--- src/rtl/core_pkg.sv ---
// Core-wide rename/ROB types shared by the recovery logic.
// Field widths follow the architectural and physical register counts.
package core_pkg;
  localparam int RENAME_WIDTH = 2;
  localparam int NUM_AREGS    = 32;
  localparam int NUM_PREGS    = 64;
  localparam int ROB_DEPTH    = 16;

  typedef logic [$clog2(NUM_AREGS)-1:0] areg_t;
  typedef logic [$clog2(NUM_PREGS)-1:0] preg_t;
  typedef logic [$clog2(ROB_DEPTH)-1:0] rob_idx_t;

  typedef struct packed {
    logic  has_dst;
    areg_t areg;
    preg_t old_preg;
    preg_t new_preg;
  } rob_undo_t;
endpackage

--- src/rtl/undo_collision_filter.sv ---
// Drops a lane's RAT restore when an older lane restores the same areg,
// so the oldest mapping in the group is the one that lands.
module undo_collision_filter
  import core_pkg::*;
#(
  parameter int W = 2
) (
  input  logic  [W-1:0] act_i,
  input  areg_t [W-1:0] areg_i,
  output logic  [W-1:0] wr_en_o
);

  always_comb begin
    wr_en_o = act_i;
    for (int k = 0; k < W; k++) begin
      for (int j = k + 1; j < W; j++) begin
        if (act_i[j] && (areg_i[j] == areg_i[k])) begin
          wr_en_o[k] = 1'b0;
        end
      end
    end
  end

endmodule

--- src/rtl/rat_recovery_ctrl.sv ---
// Mispredict recovery: walks the ROB from tail back to the flushing entry,
// restoring old RAT mappings and freeing the speculative pregs.
module rat_recovery_ctrl
  import core_pkg::*;
#(
  parameter  int WALK_WIDTH = core_pkg::RENAME_WIDTH,
  parameter  int ROB_DEPTH  = core_pkg::ROB_DEPTH,
  localparam int IDXW       = $clog2(ROB_DEPTH)
) (
  input  logic                              clk,
  input  logic                              rst,
  input  logic                              flush_valid,
  input  logic      [IDXW-1:0]              flush_rob_idx,
  input  logic      [IDXW-1:0]              rob_tail,
  output logic                              flush_ready,
  output logic      [WALK_WIDTH-1:0][IDXW-1:0] rob_rd_idx,
  input  rob_undo_t [WALK_WIDTH-1:0]        rob_rd_data,
  output logic      [WALK_WIDTH-1:0]        rat_w_en,
  output areg_t     [WALK_WIDTH-1:0]        rat_w_areg,
  output preg_t     [WALK_WIDTH-1:0]        rat_w_preg,
  output logic      [WALK_WIDTH-1:0]        fl_ret_en,
  output preg_t     [WALK_WIDTH-1:0]        fl_ret_preg,
  output logic                              rename_stall,
  output logic                              recovery_done
);

  localparam int CNTW = IDXW + 1;

  typedef enum logic [1:0] {
    IDLE,
    WALK,
    DONE
  } state_e;

  state_e            state_q, state_d;
  logic [IDXW-1:0]   cursor_q, cursor_d;
  logic [IDXW-1:0]   remaining_q, remaining_d;

  logic [CNTW-1:0]       n_act;
  logic [WALK_WIDTH-1:0] lane_dst;
  logic [WALK_WIDTH-1:0] rat_en;

  always_comb begin
    if ({1'b0, remaining_q} < CNTW'(WALK_WIDTH)) begin
      n_act = {1'b0, remaining_q};
    end else begin
      n_act = CNTW'(WALK_WIDTH);
    end
  end

  always_comb begin
    lane_dst = '0;
    for (int k = 0; k < WALK_WIDTH; k++) begin
      rob_rd_idx[k]  = cursor_q - IDXW'(k);
      lane_dst[k]    = (state_q == WALK) &&
                       (CNTW'(k) < n_act) &&
                       rob_rd_data[k].has_dst;
      rat_w_areg[k]  = rob_rd_data[k].areg;
      rat_w_preg[k]  = rob_rd_data[k].old_preg;
      fl_ret_preg[k] = rob_rd_data[k].new_preg;
    end
  end

  undo_collision_filter #(
    .W(WALK_WIDTH)
  ) u_filter (
    .act_i  (lane_dst),
    .areg_i (rat_w_areg),
    .wr_en_o(rat_en)
  );

  assign rat_w_en  = rst ? '0 : rat_en;
  assign fl_ret_en = rst ? '0 : lane_dst;

  always_comb begin
    state_d       = state_q;
    cursor_d      = cursor_q;
    remaining_d   = remaining_q;
    flush_ready   = 1'b0;
    rename_stall  = 1'b0;
    recovery_done = 1'b0;
    unique case (state_q)
      IDLE: begin
        flush_ready = 1'b1;
        if (flush_valid) begin
          cursor_d    = rob_tail - 1'b1;
          remaining_d = rob_tail - flush_rob_idx - 1'b1;
          state_d     = (remaining_d != '0) ? WALK : DONE;
        end
      end
      WALK: begin
        rename_stall = 1'b1;
        cursor_d     = cursor_q - n_act[IDXW-1:0];
        remaining_d  = remaining_q - n_act[IDXW-1:0];
        if (remaining_d == '0) begin
          state_d = DONE;
        end
      end
      DONE: begin
        rename_stall  = 1'b1;
        recovery_done = 1'b1;
        state_d       = IDLE;
      end
      default: state_d = IDLE;
    endcase
    if (rst) begin
      rename_stall  = 1'b0;
      recovery_done = 1'b0;
    end
  end

  always_ff @(posedge clk) begin
    if (rst) begin
      state_q     <= IDLE;
      cursor_q    <= '0;
      remaining_q <= '0;
    end else begin
      state_q     <= state_d;
      cursor_q    <= cursor_d;
      remaining_q <= remaining_d;
    end
  end

endmodule

--- config.mk ---
export PLATFORM = sky130hd
export DESIGN_NAME = rat_recovery_ctrl
export DESIGN_NICKNAME = d
export VERILOG_FILES = /design/src/rtl/core_pkg.sv /design/src/rtl/undo_collision_filter.sv /design/src/rtl/rat_recovery_ctrl.sv
export SDC_FILE = /design/constraint.sdc
export NUM_CORES = 1
export LEC_CHECK = 0
export ABC_AREA = 1
export CORE_ASPECT_RATIO = 0.8
export CORE_MARGIN = 2
export CORE_UTILIZATION = 35
export DETAILED_ROUTE_END_ITERATION = 12
export PLACE_DENSITY = 0.78
export SETUP_SLACK_MARGIN = 0.15
export SLEW_MARGIN = 0
export SYNTH_ARGS = -nofsm -noshare
export SYNTH_HDL_FRONTEND = slang
export SYNTH_SLANG_ARGS = --single-unit
--- constraint.sdc ---
create_clock -name clk -period 1.8 [get_ports clk]
set_input_delay 0.18 -clock clk [delete_from_list [all_inputs] [get_ports clk]]
set_output_delay 0.18 -clock clk [all_outputs]
set_load 0.005 [all_outputs]
[Word-level counts from Yosys, hierarchy flattened]
Cells that the tools add are included.
Widths: inputs -> output; s select.
Word-level totals
  bits of input ports: 47
  flip-flop bits (word level): 10
  output and inout port bits: 49
  logic and storage cells: 46
Cells by class
  $add $sub $neg: 6
  $lt $le $gt $ge: 3
  multiplexer cells: 17
  reduce and logical (&&, ||, !) cells: 12
  equal/unequal tests: 5
Operator list (count)
  $pmux 4 s2: 2
  $mux 4: 3
  $sub 4x1->4 const B: 3
  $sub 4x4->4: 3
  $lt 1x5->1 const A: 2
  $mux 2: 5
  $mux 1: 6
  $eq 5x5->1: 1
  $logic_and 1x1->1: 5
  $logic_not 4->1: 1
  $lt 4x2->1 const B: 1
  $pmux 2 s2: 1
  $reduce_and 2->1: 2
  $reduce_bool 4->1: 1
  $eq 2x1->1 const B: 1
  $eq 2x2->1 const B: 1
  $logic_not 2->1: 1
  $ne 2x1->1 const B: 1
  $ne 2x2->1 const B: 1
  $reduce_bool 2->1: 1
  $reduce_or 2->1: 1

[Logic depth before layout (Yosys ltp)]
Gate-level depths: netlist of run 1.
  depth in word-level cells: 8
  gate-level depth with buffers: 12
  depth with buffers taken out: 12

[By module]
A second synthesis of run 1 with hierarchy kept.
Second synthesis, totals
  cell total of the unflattened synthesis: 220
  area total of the unflattened synthesis: 1393.8 um^2
Modules (own cells, without submodules)
  rat_recovery_ctrl: cells each 191, times used 1, area each 1277.5 um^2, sequential area each 200.2 um^2
  undo_collision_filter: cells each 29, times used 1, area each 116.4 um^2, sequential area each 0.0 um^2

[Worst setup path before layout of run 1]
OpenSTA, ideal clock, no wires.
  path kind: register to register
  start: register remaining_q[3]
  end: register cursor_q[2]
  clock period less this slack: 1.624 ns
  data required time: 1.743 ns
  path slack: 0.176 ns
  setup time: 0.057 ns
  path buffers: 0
  data arrival time: 1.567 ns
  stages on the path, launching flop included: 11
  path through: dfxtp_1 -> nor2_1 -> nand2_1 -> nor2_1 -> ha_1 -> inv_1 -> fa_1 -> xnor2_1 -> o211ai_1 -> o211ai_2 -> inv_1
On the way
  cells in the longest elaborated chain, start to end: 4
RTL lines
  start: declaration: line rat_recovery_ctrl.sv:37  | logic [IDXW-1:0] remaining_q, remaining_d;
  start signal: assignment: line rat_recovery_ctrl.sv:120  | remaining_q <= remaining_d;
  $lt 4x2->1: line rat_recovery_ctrl.sv:44  | if ({1'b0, remaining_q} < CNTW'(WALK_WIDTH)) begin
  $mux 4: line rat_recovery_ctrl.sv:44
  $sub 4x4->4: line rat_recovery_ctrl.sv:93  | cursor_d = cursor_q - n_act[IDXW-1:0];
  $pmux 4 s2: line rat_recovery_ctrl.sv:82  | unique case (state_q)
  end signal: assignment: line rat_recovery_ctrl.sv:119  | cursor_q <= cursor_d;
  end: declaration: line rat_recovery_ctrl.sv:36  | logic [IDXW-1:0] cursor_q, cursor_d;
No other way between the ends.
A chain may end at the register's enable or synchronous reset.

[Worst setup path in the final report of run 1]
  start: register remaining_q[1]
  end: register cursor_q[2]
On the way
  cells in the longest elaborated chain, start to end: 4
RTL lines (line)
  $lt 4x2->1: rat_recovery_ctrl.sv:44
  $mux 4 *: rat_recovery_ctrl.sv:44
  $sub 4x4->4 *: rat_recovery_ctrl.sv:93
  $pmux 4 s2 *: rat_recovery_ctrl.sv:82
Every way passes the cells marked *; elsewhere a longest branch is shown, timed or not.

==> results of run 1 <==
## area by class of cell
type | count | area (um2) | share of cell area [%]
Tap cell | 44 | 55.05 | 2.920
Clock buffer | 4 | 55.05 | 2.920
Multi-Input combinational cell | 117 | 809.5 | 42.93
Timing Repair Buffer | 65 | 620.6 | 32.91
Sequential cell | 10 | 210.2 | 11.15
Inverter | 34 | 135.1 | 7.167
## worst max-delay path, cell delays in order, from the launching register on
cell                       delay [ns]
sky130_fd_sc_hd__dfxtp_1         0.32
sky130_fd_sc_hd__inv_1           0.10
sky130_fd_sc_hd__nand2_2         0.09
sky130_fd_sc_hd__nor2_2          0.09
sky130_fd_sc_hd__ha_2            0.18
sky130_fd_sc_hd__inv_2           0.04
sky130_fd_sc_hd__fa_2            0.33
sky130_fd_sc_hd__xnor2_1         0.13
sky130_fd_sc_hd__o211ai_1        0.20
sky130_fd_sc_hd__o211ai_2        0.12
sky130_fd_sc_hd__inv_1           0.07
## metal layers
layer	global-route usage, %	wire length (um)	vias up
li1	-	-	645
met1	16.17	1240	549
met2	24.45	1593	33
met3	5.952	175	6
met4	4.762	38	0
met5	0	0	-
## registers in the layout, summed over array words and instances (netlist names)
register     flops
state_q          2
remaining_q      4
cursor_q         4
## Yosys cell counts (2+ instances only)
cell type                 instances
sky130_fd_sc_hd__dfxtp_1         10
sky130_fd_sc_hd__buf_6            3
sky130_fd_sc_hd__nand4_1          2
sky130_fd_sc_hd__inv_1           32
sky130_fd_sc_hd__nor2_1          17
sky130_fd_sc_hd__nand3_1          7
sky130_fd_sc_hd__fa_1             2
sky130_fd_sc_hd__or2_1            2
sky130_fd_sc_hd__o21ai_1          6
sky130_fd_sc_hd__ha_1            12
sky130_fd_sc_hd__a21oi_1         12
sky130_fd_sc_hd__xnor2_1          4
sky130_fd_sc_hd__nor2_2           2
sky130_fd_sc_hd__buf_4           35
sky130_fd_sc_hd__nor3_1           3
sky130_fd_sc_hd__xor2_1           6
sky130_fd_sc_hd__nand2_1         31
sky130_fd_sc_hd__o21ai_0          2
## kinds of logic after synthesis
logic type | count (synthesis) | synth area share [%]
xor+xnor | 10 | 6.536
compound gates | 24 | 10.08
other cells | 1 | 0.2798
flops | 10 | 14.94
buf+inv | 72 | 32.03
fa+ha+maj | 14 | 14.19
simple gates | 67 | 21.94
## power by group through the flow
stage / Combinational, uW / Clock (uW) / Sequential [uW]
after floorplan: 1050 / 0 / 422
after global placement: 1560 / 0 / 425
after detailed placement: 1610 / 0 / 430
after CTS: 1610 / 293 / 446
after global routing: 2140 / 309 / 480
final: 1910 / 291 / 461
## stage by stage
step                      cell area, um2  setup slack (ns)  instances
final                               1886           0.05954        274
after global routing                1886          -0.06136        274
after CTS                           1755           0.01458        270
after detailed placement            1670           -0.3216        265
after global placement              1670           -0.2779        265
after floorplan                     1344            0.1758        199
## worst min-delay path by stage
stage | start | endpoint | slack [ns] | cells past startpoint
after floorplan | rst | state_q[1] | 0.25 | 1
after global placement | rob_rd_data[0] | fl_ret_preg[0] | 0.36 | 0
after detailed placement | rob_rd_data[0] | fl_ret_preg[0] | 0.36 | 0
after CTS | rob_rd_data[0] | fl_ret_preg[0] | 0.36 | 0
after global routing | rst | remaining_q[0] | 0.27 | 2
final | rst | remaining_q[0] | 0.24 | 2
## timing repair
item	in CTS	in global routing
resized for setup	20	38
pin swaps	11	17
setup endpoints to repair	11	13
cloned	0	0
buffers inserted	1	4
endpoints found under the hold margin	0	0
==> impl_metrics.ini, run 1 <==
[synth]
ys_warn_count = 0
synth.top_cells.by_area = sky130_fd_sc_hd__buf_4 20%, sky130_fd_sc_hd__dfxtp_1 15%, sky130_fd_sc_hd__ha_1 11%
synth_area_um2 = 1340
synth_cells = 198
post_synth_edffs = 0
post-synth-top-area-fraction_pct = 19.61
yosysSeqAreaShare_pct = 14.94
post_synthesis_cell_type_with_the_largest_combined_area = sky130_fd_sc_hd__buf_4
asyncSetResetFlopFracSynth_pct = 0
postSynthAreaPerCell_um2 = 6.768
post_synthesis_register_bit_count = 10
post_synth_num_cell_types = 28
ys_dominant_reg_cell = sky130_fd_sc_hd__dfxtp_1

[routing]
drt_drc_violations_left = 0
drt.antenna.violating_nets = 0
post_drt_wl_per_cell_um = 11.12
vias = 1233
firstDrtPassIters = 4
drt_wl_total_um = 3047
initialDrtViolationCount = 23
routed_via_density = 4.500

[timing]
clock-skew-final_ns = 0.005869
finalSetupViolCount = 0
final.min_clock_period_ns = 1.740
timing_max_transition_violations_final = 0
max_clock_freq_mhz = 574.6
final.hold.worst_slack_ns = 0.2381
rsz0062_at_grt = true
hold_viol = 0
fin_crit_sh_pct = 96.69
final.setup.tns_ns = 0

[cells_and_area]
final_core_density_pct = 50.57
diodes = 0
num-nets-final = 292
layout.cells.most_common = sky130_fd_sc_hd__clkdlybuf4s50_1
top_library_cells_by_usage_in_the_layout_fill_and_taps_aside = 33 x sky130_fd_sc_hd__clkdlybuf4s50_1, 29 x sky130_fd_sc_hd__nand2_1, 27 x sky130_fd_sc_hd__inv_1
drive_above_1_share_pct = 26.52
layout.filler_cells = 345
synthToLayoutAreaGrowth_pct = 40.71

[clock_network]
cts.path.max_buffers = 2
cts_root_buf = sky130_fd_sc_hd__clkbuf_8
clock-sinks = 10
tritoncts.num_buffers = 3
clk_pin_slew_ns = 0.05
cts_tree = yes
worstSkewPairLatency_ns = 0.24
hold_buffers = 0
cts_max_level = 1

[pwr]
leakage_uw = 0.0009640
share_clk_of_total_power_pct = 10.9
irDropWorstVdd_mv = 0.4955
cell_internal_pwr_uw = 1515
power.density_nw_per_um2 = 1410
report.power.total_uw = 2659
switching_share_pct = 43.00
switching_power_summed_over_all_nets_uw = 1143
power.sequential.fraction_pct = 17.3
pwr-share-comb_pct = 71.7

[status]
outcome = completed

[critical_path]
path_class = reg -> reg
worstRegToRegCells = 10
cp_data_arrival_time_ns = 1.92
critPathCaptureType = flop
critical_path.max_fanout = 4
setup.worst_path.end = cursor_q[2]
critical_path.startpoint = remaining_q[1]
worst_reg_to_reg_setup_slack_ns = 0.06
crit-reg2reg-launch = remaining_q[1]
worst_ep_required_time_ns = 1.98
regToRegEndpoint = cursor_q[2]
cp-start-kind = flop

[global_route]
maximum_number_of_pins_on_one_net_before_global_route_repair = 11
grt_pass1_wl_um = 4802
global_route.overflow_total = 0
antenna_found_initial = 0
grt.total_usage_pct = 14.31
via_count_of_the_first_global_routing_pass = 1136

[placement]
estimated_wirelength_of_the_detail_placed_design_um = 2368
numPortBuffers = 47
routabilityCongestion = 0.8923

[floorplanning]
design.core.area_um2 = 3729
rows = 20
io-pin-count = 96
initial_utilization_pct = 35.94
die_w_um = 73.18
design.die.area_um2 = 4343
die_y_um = 59.35

[run]
drv_cap = 0

[worst_hold_path]
timing.hold.worst.class = in -> reg
No activity file was read; power rests on OpenSTA's default activity.
==> run 2, diff against run 1 <==
GPL_ROUTABILITY_DRIVEN = 0   (was unset)
==> results of run 2 <==
No change in the layout: final DEF, timing and power equal those of run 1.
==> run 3, diff against run 2 <==
CORE_UTILIZATION = 40   (was 35)
DONT_BUFFER_PORTS = 1   (was unset)
PLACE_DENSITY = 0.51   (was 0.78)
==> run 3 against run 2 <==
  * Hold slack better by 0.0054 ns
  * Sequential cell count unchanged
  * Global-route usage up 0.40 points
  * Critical path depth unchanged
  * Sequential power down 3%
  * Non-clock buffer count down 52
  * Total power down 23%
  * Routed wire length down 11%
  * Largest power group unchanged
  * Core utilization down 10 points
  * Via count down 13%
  * Final cell count down 21%
==> impl_metrics.ini, run 3 (synthesis gave the netlist of run 1 again) <==
[clock_network]
cts_tree = yes
cts.path.max_buffers = 2
cts_max_level = 1
cts_root_buf = sky130_fd_sc_hd__clkbuf_8
clock-sinks = 10
tritoncts.num_buffers = 3
clk_pin_slew_ns = 0.05
worstSkewPairLatency_ns = 0.24

[routing]
vias = 1075
drt_drc_violations_left = 0
drt.antenna.violating_nets = 0
initialDrtViolationCount = 23
drt_wl_total_um = 2723
post_drt_wl_per_cell_um = 12.55
firstDrtPassIters = 6
routed_via_density = 4.954

[floorplanning]
die_w_um = 68.71
die_y_um = 55.77
initial_utilization_pct = 42.50
design.die.area_um2 = 3832
io-pin-count = 96
rows = 18
design.core.area_um2 = 3153

[timing]
final.min_clock_period_ns = 1.661
rsz0062_at_grt = true
final.setup.tns_ns = 0
fin_crit_sh_pct = 92.30
hold_viol = 0
clock-skew-final_ns = 0.001675
final.hold.worst_slack_ns = 0.2435
fin_ws_ns = 0.1386
finalSetupViolCount = 0
timing_max_transition_violations_final = 0
max_clock_freq_mhz = 601.9

[cells_and_area]
reg.largest.list = cursor_q: 4 flops, remaining_q: 4 flops, state_q: 2 flops
top_library_cells_by_usage_in_the_layout_fill_and_taps_aside = 31 x sky130_fd_sc_hd__nand2_1, 30 x sky130_fd_sc_hd__inv_1, 16 x sky130_fd_sc_hd__nor2_1
area_of_the_multi_input_gates_um2 = 734.5
synthToLayoutAreaGrowth_pct = -5.602
finish.instance_area_um2 = 1265
num-nets-final = 240
layout.filler_cells = 341
layout.cells.most_common = sky130_fd_sc_hd__nand2_1
final-seq-area_um2 = 203.9
diodes = 0
drive_above_1_share_pct = 18.64

[worst_hold_path]
timing.hold.worst.class = in -> reg
worst_hold_startpoint = rst

[critical_path]
crit-reg2reg-launch = remaining_q[3]
critical_path.max_fanout = 2
worst_ep_required_time_ns = 1.99
cp-start-kind = flop
cp_data_arrival_time_ns = 1.85
worst_path_max_delay_cell = sky130_fd_sc_hd__fa_2
path_cells = nor2_1 -> nand2_1 -> nor2_2 -> ha_2 -> inv_2 -> fa_2 -> xnor2_1 -> o211ai_1 -> o211ai_2 -> inv_1
critPathCaptureType = flop
critPathMaxStageDelay_ns = 0.33
path_class = reg -> reg
critical_path.startpoint = remaining_q[3]

[placement]
numPortBuffers = 0
estimated_wirelength_of_the_detail_placed_design_um = 2075
preCtsSetupSlack_ns = 0.06532
placed_area_um2 = 1142

[global_route]
global_route.overflow_total = 0
grt_pass1_wl_um = 4298
maximum_number_of_pins_on_one_net_before_global_route_repair = 11
via_count_of_the_first_global_routing_pass = 1005
grt.total_usage_pct = 14.71
antenna_found_initial = 0

[status]
outcome = completed

[pwr]
power.density_nw_per_um2 = 1624
irDropWorstVdd_mv = 0.5630
leakage_uw = 0.0006498

[run]
drv_cap = 0
run 3: cell count changes in the layout (fill, tap and decap cells not counted), moves of 4 or more:
cell and change:
sky130_fd_sc_hd__buf_4 -4, sky130_fd_sc_hd__clkdlybuf4s50_1 -33, sky130_fd_sc_hd__dlygate4sd2_1 -6, sky130_fd_sc_hd__dlymetal6s2s_1 -5
run 3: cell type report:
cell class / count / share of cell area, %
timing repair buffer: 13 / 8.111
tap: 40 / 3.956
sequential: 10 / 16.12
multi-input combinational: 117 / 58.06
inverter: 34 / 10.48
clock buffer: 3 / 3.264
run 3: power breakdown:
part	internal, uW	switching (uW)
sequential	329	119
combinational	607	761
clock	147	92.3
run 3: stage by stage:
| stage | instances | util [%] | total power (uW) |
|---|---|---|---|
| floorplan | 199 | - | 1467 |
| global route | 217 | 40.12 | 2287 |
| global placement | 207 | 36.23 | 1627 |
| finish | 217 | 40.12 | 2055 |
| detailed placement | 207 | 36.23 | 1658 |
| CTS | 213 | 38.65 | 1954 |
run 3: worst max-delay path, delay by kind of cell (launching register included):
family	cells	cell delay, ns
compound gates	2	0.28
xor+xnor	1	0.13
fa+ha+maj	2	0.51
buf+inv	2	0.10
flops	1	0.32
simple gates	3	0.28
run 3: routing by layer:
layer / wire length (um) / up-vias / track usage [%]
li1: - / 537 / -
met1: 1167 / 478 / 17.36
met2: 1274 / 40 / 22.94
met3: 197 / 20 / 5.061
met4: 84 / 0 / 7.843
met5: 0 / - / 0
run 3: path summary, 6_finish.rpt:
path	to	slack (ns)	depth (start not counted)
max	cursor_q[2]	0.14	10
min	cursor_q[2]	0.24	3
max reg2reg	cursor_q[2]	0.14	10
min reg2reg	state_q[1]	0.49	2
run 3: what timing repair did:
item,in CTS,in global routing
hold endpoints to repair,2,1
hold buffers,1,1
buffers inserted,2,3
endpoints found under the setup margin,4,11
pin swaps,3,6
resized for setup,5,8
==> edit 1 (flow settings as in run 2) <==
Make the reset (`rst`) asynchronous in one clocked block.
--- a/src/rtl/rat_recovery_ctrl.sv
+++ b/src/rtl/rat_recovery_ctrl.sv
@@ -110,5 +110,5 @@
   end
 
-  always_ff @(posedge clk) begin
+  always_ff @(posedge clk or posedge rst) begin
     if (rst) begin
       state_q     <= IDLE;
Formal check against the unedited RTL: differs if rst is asserted again (counterexample within 4 cycles, from zero or initial values and one cycle with rst high); with rst held inactive, the same outputs for 10 cycles.
==> edit 1 against run 2 <==
Sequential cell count is the same; area after synthesis grew 6.3%; routed wire length grew 3.0%; critical endpoint is now cursor_q[2]$_DFFE_PP0P_; combinational power grew 9%; largest cell class unchanged; final area grew 2.1%; die area grew 6.0%; power grew 3.6%; setup slack lost 49 ps; critical path type unchanged.
==> edit 1: results (changes against run 2) <==
| Metric | Value |
|---|---|
| Vias in the first global route | `1170 (+3.0%)` |
| Asr flop ratio synth | `1.00 (+1.00)` |
| Initial DRC Count | `31 (+35%)` |
| Adder-cell area share of the yosys netlist | `0.133 (-0.00847)` |
| Beginning of the critical path | `remaining_q[1]$_DFFE_PP0P_` |
| Syn_area_per_cell | `7.09 um2 (+4.8%)` |
| Pwr dens | `1430 nW/um2 (+1.5%)` |
| Post-CTS Setup Bufs | `9 (+8)` |
| Synth cell types | `31 (+11%)` |
| Fraction of layout instances using a drive strength above 1 | `0.291 (+0.0259)` |
| Largest net degree at the start of global routing | `12 (+1)` |
| Synth top area cells | `buf_4 19%, dfrtp_1 18%, ha_1 11%` |
| Reg-to-Reg End | `cursor_q[2]$_DFFE_PP0P_` |
| Final clock skew | `0.647 ps (-5.22 ps)` |
| Vias post-DR | `1278 (+3.6%)` |
| Static leakage | `1.00 nW (+3.7%)` |
| Total track usage | `0.141 (-0.00198)` |
| Sequential share of power | `0.157 (-0.016)` |
| Drt via density | `4.38 (-2.7%)` |
| Reg-to-reg slack, setup | `10 ps (-50 ps)` |
| HP Class | `primary input to async pin` |
| Ys flop type | `dfrtp_1` |
| DP Wirelength | `2500 um (+5.8%)` |
| XOR/XNOR Fraction of Synth Area | `0.0492 (-0.0162)` |
| Complex-gate fraction of the synthesized area | `0.0896 (-0.0113)` |
| Total internal power | `0.00154 W (+1.6%)` |
| Global routing usage on met1 | `0.168 (+0.00649)` |
| Multiplexer area fraction after synthesis | `0 (unchanged)` |
| Fillers | `386 (+12%)` |
| First-pass GRT wire length | `4930 um (+2.7%)` |
| GR Layer Usage met3 | `0.0376 (-0.0219)` |
| Post-synth top cells | `36 x buf_4, 34 x nand2_1, 32 x inv_1` |
| Post-CTS Resized | `21 (+5.0%)` |
| CP Max Fanout | `2 (-2)` |
| CP max stage delay | `380 ps (+50 ps)` |
| CTS root buffer | `clkbuf_8` |
| NumNets Final | `300 (+2.7%)` |
| Met2 usage | `0.237 (-0.00726)` |
| Placed insts | `277 (+4.5%)` |
| Num CTS Buffers | `3 (unchanged)` |
| Routed WL | `3140 um (+3.0%)` |
| Outcome | `finished, final reports clean` |
| Comb group | `0.00209 W (+9%)` |
| Initial antenna violation count | `0 (unchanged)` |
| FF-to-FF path depth | `9 (-1)` |
| Max VDD drop | `0.411 mV (-17%)` |
| Synth warn | `0 (unchanged)` |
| Crit path max-delay cell type | `dfrtp_1` |
| Setup crit end kind | `flip-flop` |
| Seq/Total Area, Yosys | `0.176 (+0.0262)` |
## edit 1: cell families after synthesis
group                    count (synthesis)
other                                    1
XOR/XNOR                                 8
AO/OA/AOI/OAI                           15
flip-flops                              10
buffers and inverters                   75
adder cells (fa/ha/maj)                 14
AND/OR/NAND/NOR                         78
## edit 1: stage by stage
stage	utilization	setup slack, ps	TNS (ps)	instance area (um2)
4_1_cts	0.489	35.3	0	1880
2_1_floorplan	-	127	0	1430
5_1_grt	0.499	-89.1	-89.1	1920
3_3_place_gp	0.457	-261	-490	1760
3_5_place_dp	0.457	-310	-575	1760
6_report	0.499	10.1	0	1920
## edit 1: layer usage
| layer | part of all wire | wire (um) |
|---|---|---|
| met1 | 0.42 | 1330 |
| met2 | 0.46 | 1450 |
| met3 | 0.095 | 299 |
| met4 | 0.019 | 61 |
| met5 | 0 | 0 |
## edit 1: worst max-delay path: cells and delay by family (launching register included)
kind | cells | cell delay (ps)
compound gates | 2 | 250
xor+xnor | 1 | 150
fa+ha+maj | 2 | 490
buf+inv | 1 | 70
flops | 1 | 380
simple gates | 3 | 330
## edit 1: worst min-delay path by stage
stage	from	endpoint	depth (start not counted)	slack, ps
finish	rst	remaining_q[0]$_DFFE_PP0P_	3	300
global route	rst	remaining_q[0]$_DFFE_PP0P_	3	340
CTS	rst	remaining_q[0]$_DFFE_PP0P_	3	310
detailed placement	rob_rd_data[22]	fl_ret_preg[10]	0	360
global placement	rob_rd_data[22]	fl_ret_preg[10]	0	360
floorplan	rst	cursor_q[0]$_DFFE_PP0P_	1	30
## edit 1: area by class of cell
cell class                      count  area [um2]  share of cell area
Multi-Input combinational cell    117         792               0.412
Timing Repair Buffer               70         626               0.325
Sequential cell                    10         250               0.130
Inverter                           37         146              0.0761
Tap cell                           55        68.8              0.0358
Clock buffer                        3        41.3              0.0215
==> edit 2 (settings of run 2) <==
Without the edit above. `ROB_DEPTH`: 16 -> 32.
--- a/src/rtl/core_pkg.sv
+++ b/src/rtl/core_pkg.sv
@@ -5,5 +5,5 @@
   localparam int NUM_AREGS    = 32;
   localparam int NUM_PREGS    = 64;
-  localparam int ROB_DEPTH    = 16;
+  localparam int ROB_DEPTH    = 32;
 
   typedef logic [$clog2(NUM_AREGS)-1:0] areg_t;
Interface: changed (resized flush_rob_idx, rob_rd_idx and rob_tail); port bits go from 96 to 100. The function was not compared with the original's and may differ.
==> edit 2 against run 2 <==
The flow now finishes with violations (setup timing); sequential cell count is 2 higher; setup slack got worse by 170 ps; routed wire length up 47%; final area grew 18%; power grew 21%; core utilization grew 2.0 points; area after synthesis is 17% higher; die area increased by 16%; count of clock-buffer cells in the layout did not move; clock skew shrank 2.7 ps; combinational power increased by 28%; first-iteration DRC count grew to 6.6 times the old value; critical path type unchanged; critical endpoint is now cursor_q[4]$_SDFFE_PP0P_.
==> edit 2: results (changes against run 2) <==
| Metric | Value |
|---|---|
| Drt via density | `4.74 (+5.4%)` |
| Reg-to-Reg End | `cursor_q[4]$_SDFFE_PP0P_` |
| Hold Path End | `fl_ret_preg[11]` |
| Area of the multi-input gates | `1000 um2 (+24%)` |
| Asr flop ratio synth | `0 (unchanged)` |
| Clock latency on the worst-skew pair | `240 ps (about the same)` |
| Fillers | `389 (+13%)` |
| Critical Path AT | `2080 ps (+160 ps)` |
| Setup tns final | `-239 ps (-239 ps)` |
| Biggest regs | `cursor_q x5, remaining_q x5, state_q x2` |
| Post-synth top cells | `39 x nand2_1, 37 x inv_1, 36 x buf_4` |
| Outcome | `finished with violations` |
| Worst-path clk slew | `60 ps` |
| Seq/Total Area, Yosys | `0.154 (+0.00421)` |
| Initial DRC Count | `151 (+560%)` |
| Final clock skew | `3.21 ps (-2.66 ps)` |
| Final WS setup | `-106 ps (-165 ps)` |
| Max clock buf depth | `2 (unchanged)` |
| CTS root buffer | `clkbuf_8` |
| Largest net degree at the start of global routing | `13 (+2)` |
| Ys flop type | `dfxtp_1` |
| Antenna diode count | `0 (unchanged)` |
| Worst slack, placed | `-310 ps (+11.8 ps)` |
| Fraction of layout instances using a drive strength above 1 | `0.295 (+0.0297)` |
| Setup violators final | `4 (+4)` |
| DP Wirelength | `3120 um (+32%)` |
| First-pass GRT wire length | `6560 um (+37%)` |
| EDFF count, synth | `0 (unchanged)` |
| FF-to-FF path depth | `12 (+2)` |
| Vias in the first global route | `1472 (+30%)` |
| Synth cell types | `29 (+3.6%)` |
| Hold depth | `0 (-2)` |
| Routed WL | `4460 um (+47%)` |
| CP max stage delay | `360 ps (+30 ps)` |
| HP Class | `primary input to output port` |
| Synth top area cells | `buf_4 17%, dfxtp_1 15%, ha_1 11%` |
| Synth warn | `0 (unchanged)` |
| IO buf count | `51 (+8.5%)` |
| Static leakage | `1.07 nW (+11%)` |
| Initial DRT Pass Iterations | `4 (unchanged)` |
| Post-Place Cell Area | `2010 um2 (+20%)` |
| Failing checks | `setup timing` |
| Total track usage | `0.164 (+0.0213)` |
| CP Max Fanout | `2 (-2)` |
| Max VDD drop | `0.689 mV (+39%)` |
| NumNets Final | `344 (+18%)` |
| Crit path max-delay cell type | `fa_2` |
| Num CTS Buffers | `3 (unchanged)` |
| Reg-to-Reg Start | `remaining_q[2]$_SDFFE_PP0P_` |
| H-tree depth | `1 (unchanged)` |
| Initial antenna violation count | `0 (unchanged)` |
| Min-delay src | `rob_rd_data[23]` |
edit 2: kinds of logic after synthesis:
group	share of synthesized area
and+or+nand+nor	0.216
xor gates and xnor gates	0.0728
adders and majority gates	0.138
DFF	0.154
buffers and inverters	0.276
AOI/OAI and AO/OA	0.142
other	0.00240
edit 2: worst max-delay path, delay by kind of cell (launching register included):
kind	cells	cell delay [ps]
simple gates	5	440
fa+ha+maj	2	540
flops	1	330
compound gates	4	500
buf+inv	1	40
edit 2: worst max-delay path by stage:
stage | start | end | slack [ps] | cells after the start
2_1_floorplan | remaining_q[2]$_SDFFE_PP0P_ | cursor_q[4]$_SDFFE_PP0P_ | 30 | 12
3_3_place_gp | rob_tail[0] | state_q[0]$_SDFFE_PP0P_ | -230 | 13
3_5_place_dp | rob_tail[0] | state_q[0]$_SDFFE_PP0P_ | -310 | 13
4_1_cts | remaining_q[2]$_SDFFE_PP0P_ | cursor_q[4]$_SDFFE_PP0P_ | -50 | 12
5_1_grt | remaining_q[2]$_SDFFE_PP0P_ | cursor_q[4]$_SDFFE_PP0P_ | -230 | 12
6_report | remaining_q[2]$_SDFFE_PP0P_ | cursor_q[4]$_SDFFE_PP0P_ | -110 | 12
edit 2: what timing repair did:
item	4_1_cts	5_1_grt
pin swaps	8	9
resized for setup	39	19
hold buffers	0	0
setup buffers	4	4
setup endpoints to repair	17	17
edit 2: layout make-up:
cell class,instances,area share
tap,57,0.0320
inverter,39,0.0669
sequential,12,0.112
multi-input combinational,146,0.450
clock buffer,4,0.0247
timing repair buffer,77,0.314
edit 2: power breakdown:
group	switching [W]	internal, W	leakage [nW]
Clock	0.000110	0.000194	0.0288
Sequential	0.0000970	0.000388	0.102
Combinational	0.00126	0.00117	0.939
edit 2: metal layers:
| metal | GRT usage | vias up | wire length (um) |
|---|---|---|---|
| met5 | 0 | - | 0 |
| met4 | 0.0636 | 0 | 101 |
| met3 | 0.0226 | 10 | 167 |
| met2 | 0.292 | 54 | 2260 |
| met1 | 0.201 | 734 | 1930 |
| li1 | - | 791 | - |
edit 2: metrics by stage:
stage,std cells,hold slack [ps]
after floorplan,235,242
after global placement,323,360
after detailed placement,323,360
after CTS,331,360
after global routing,335,360
final,335,360
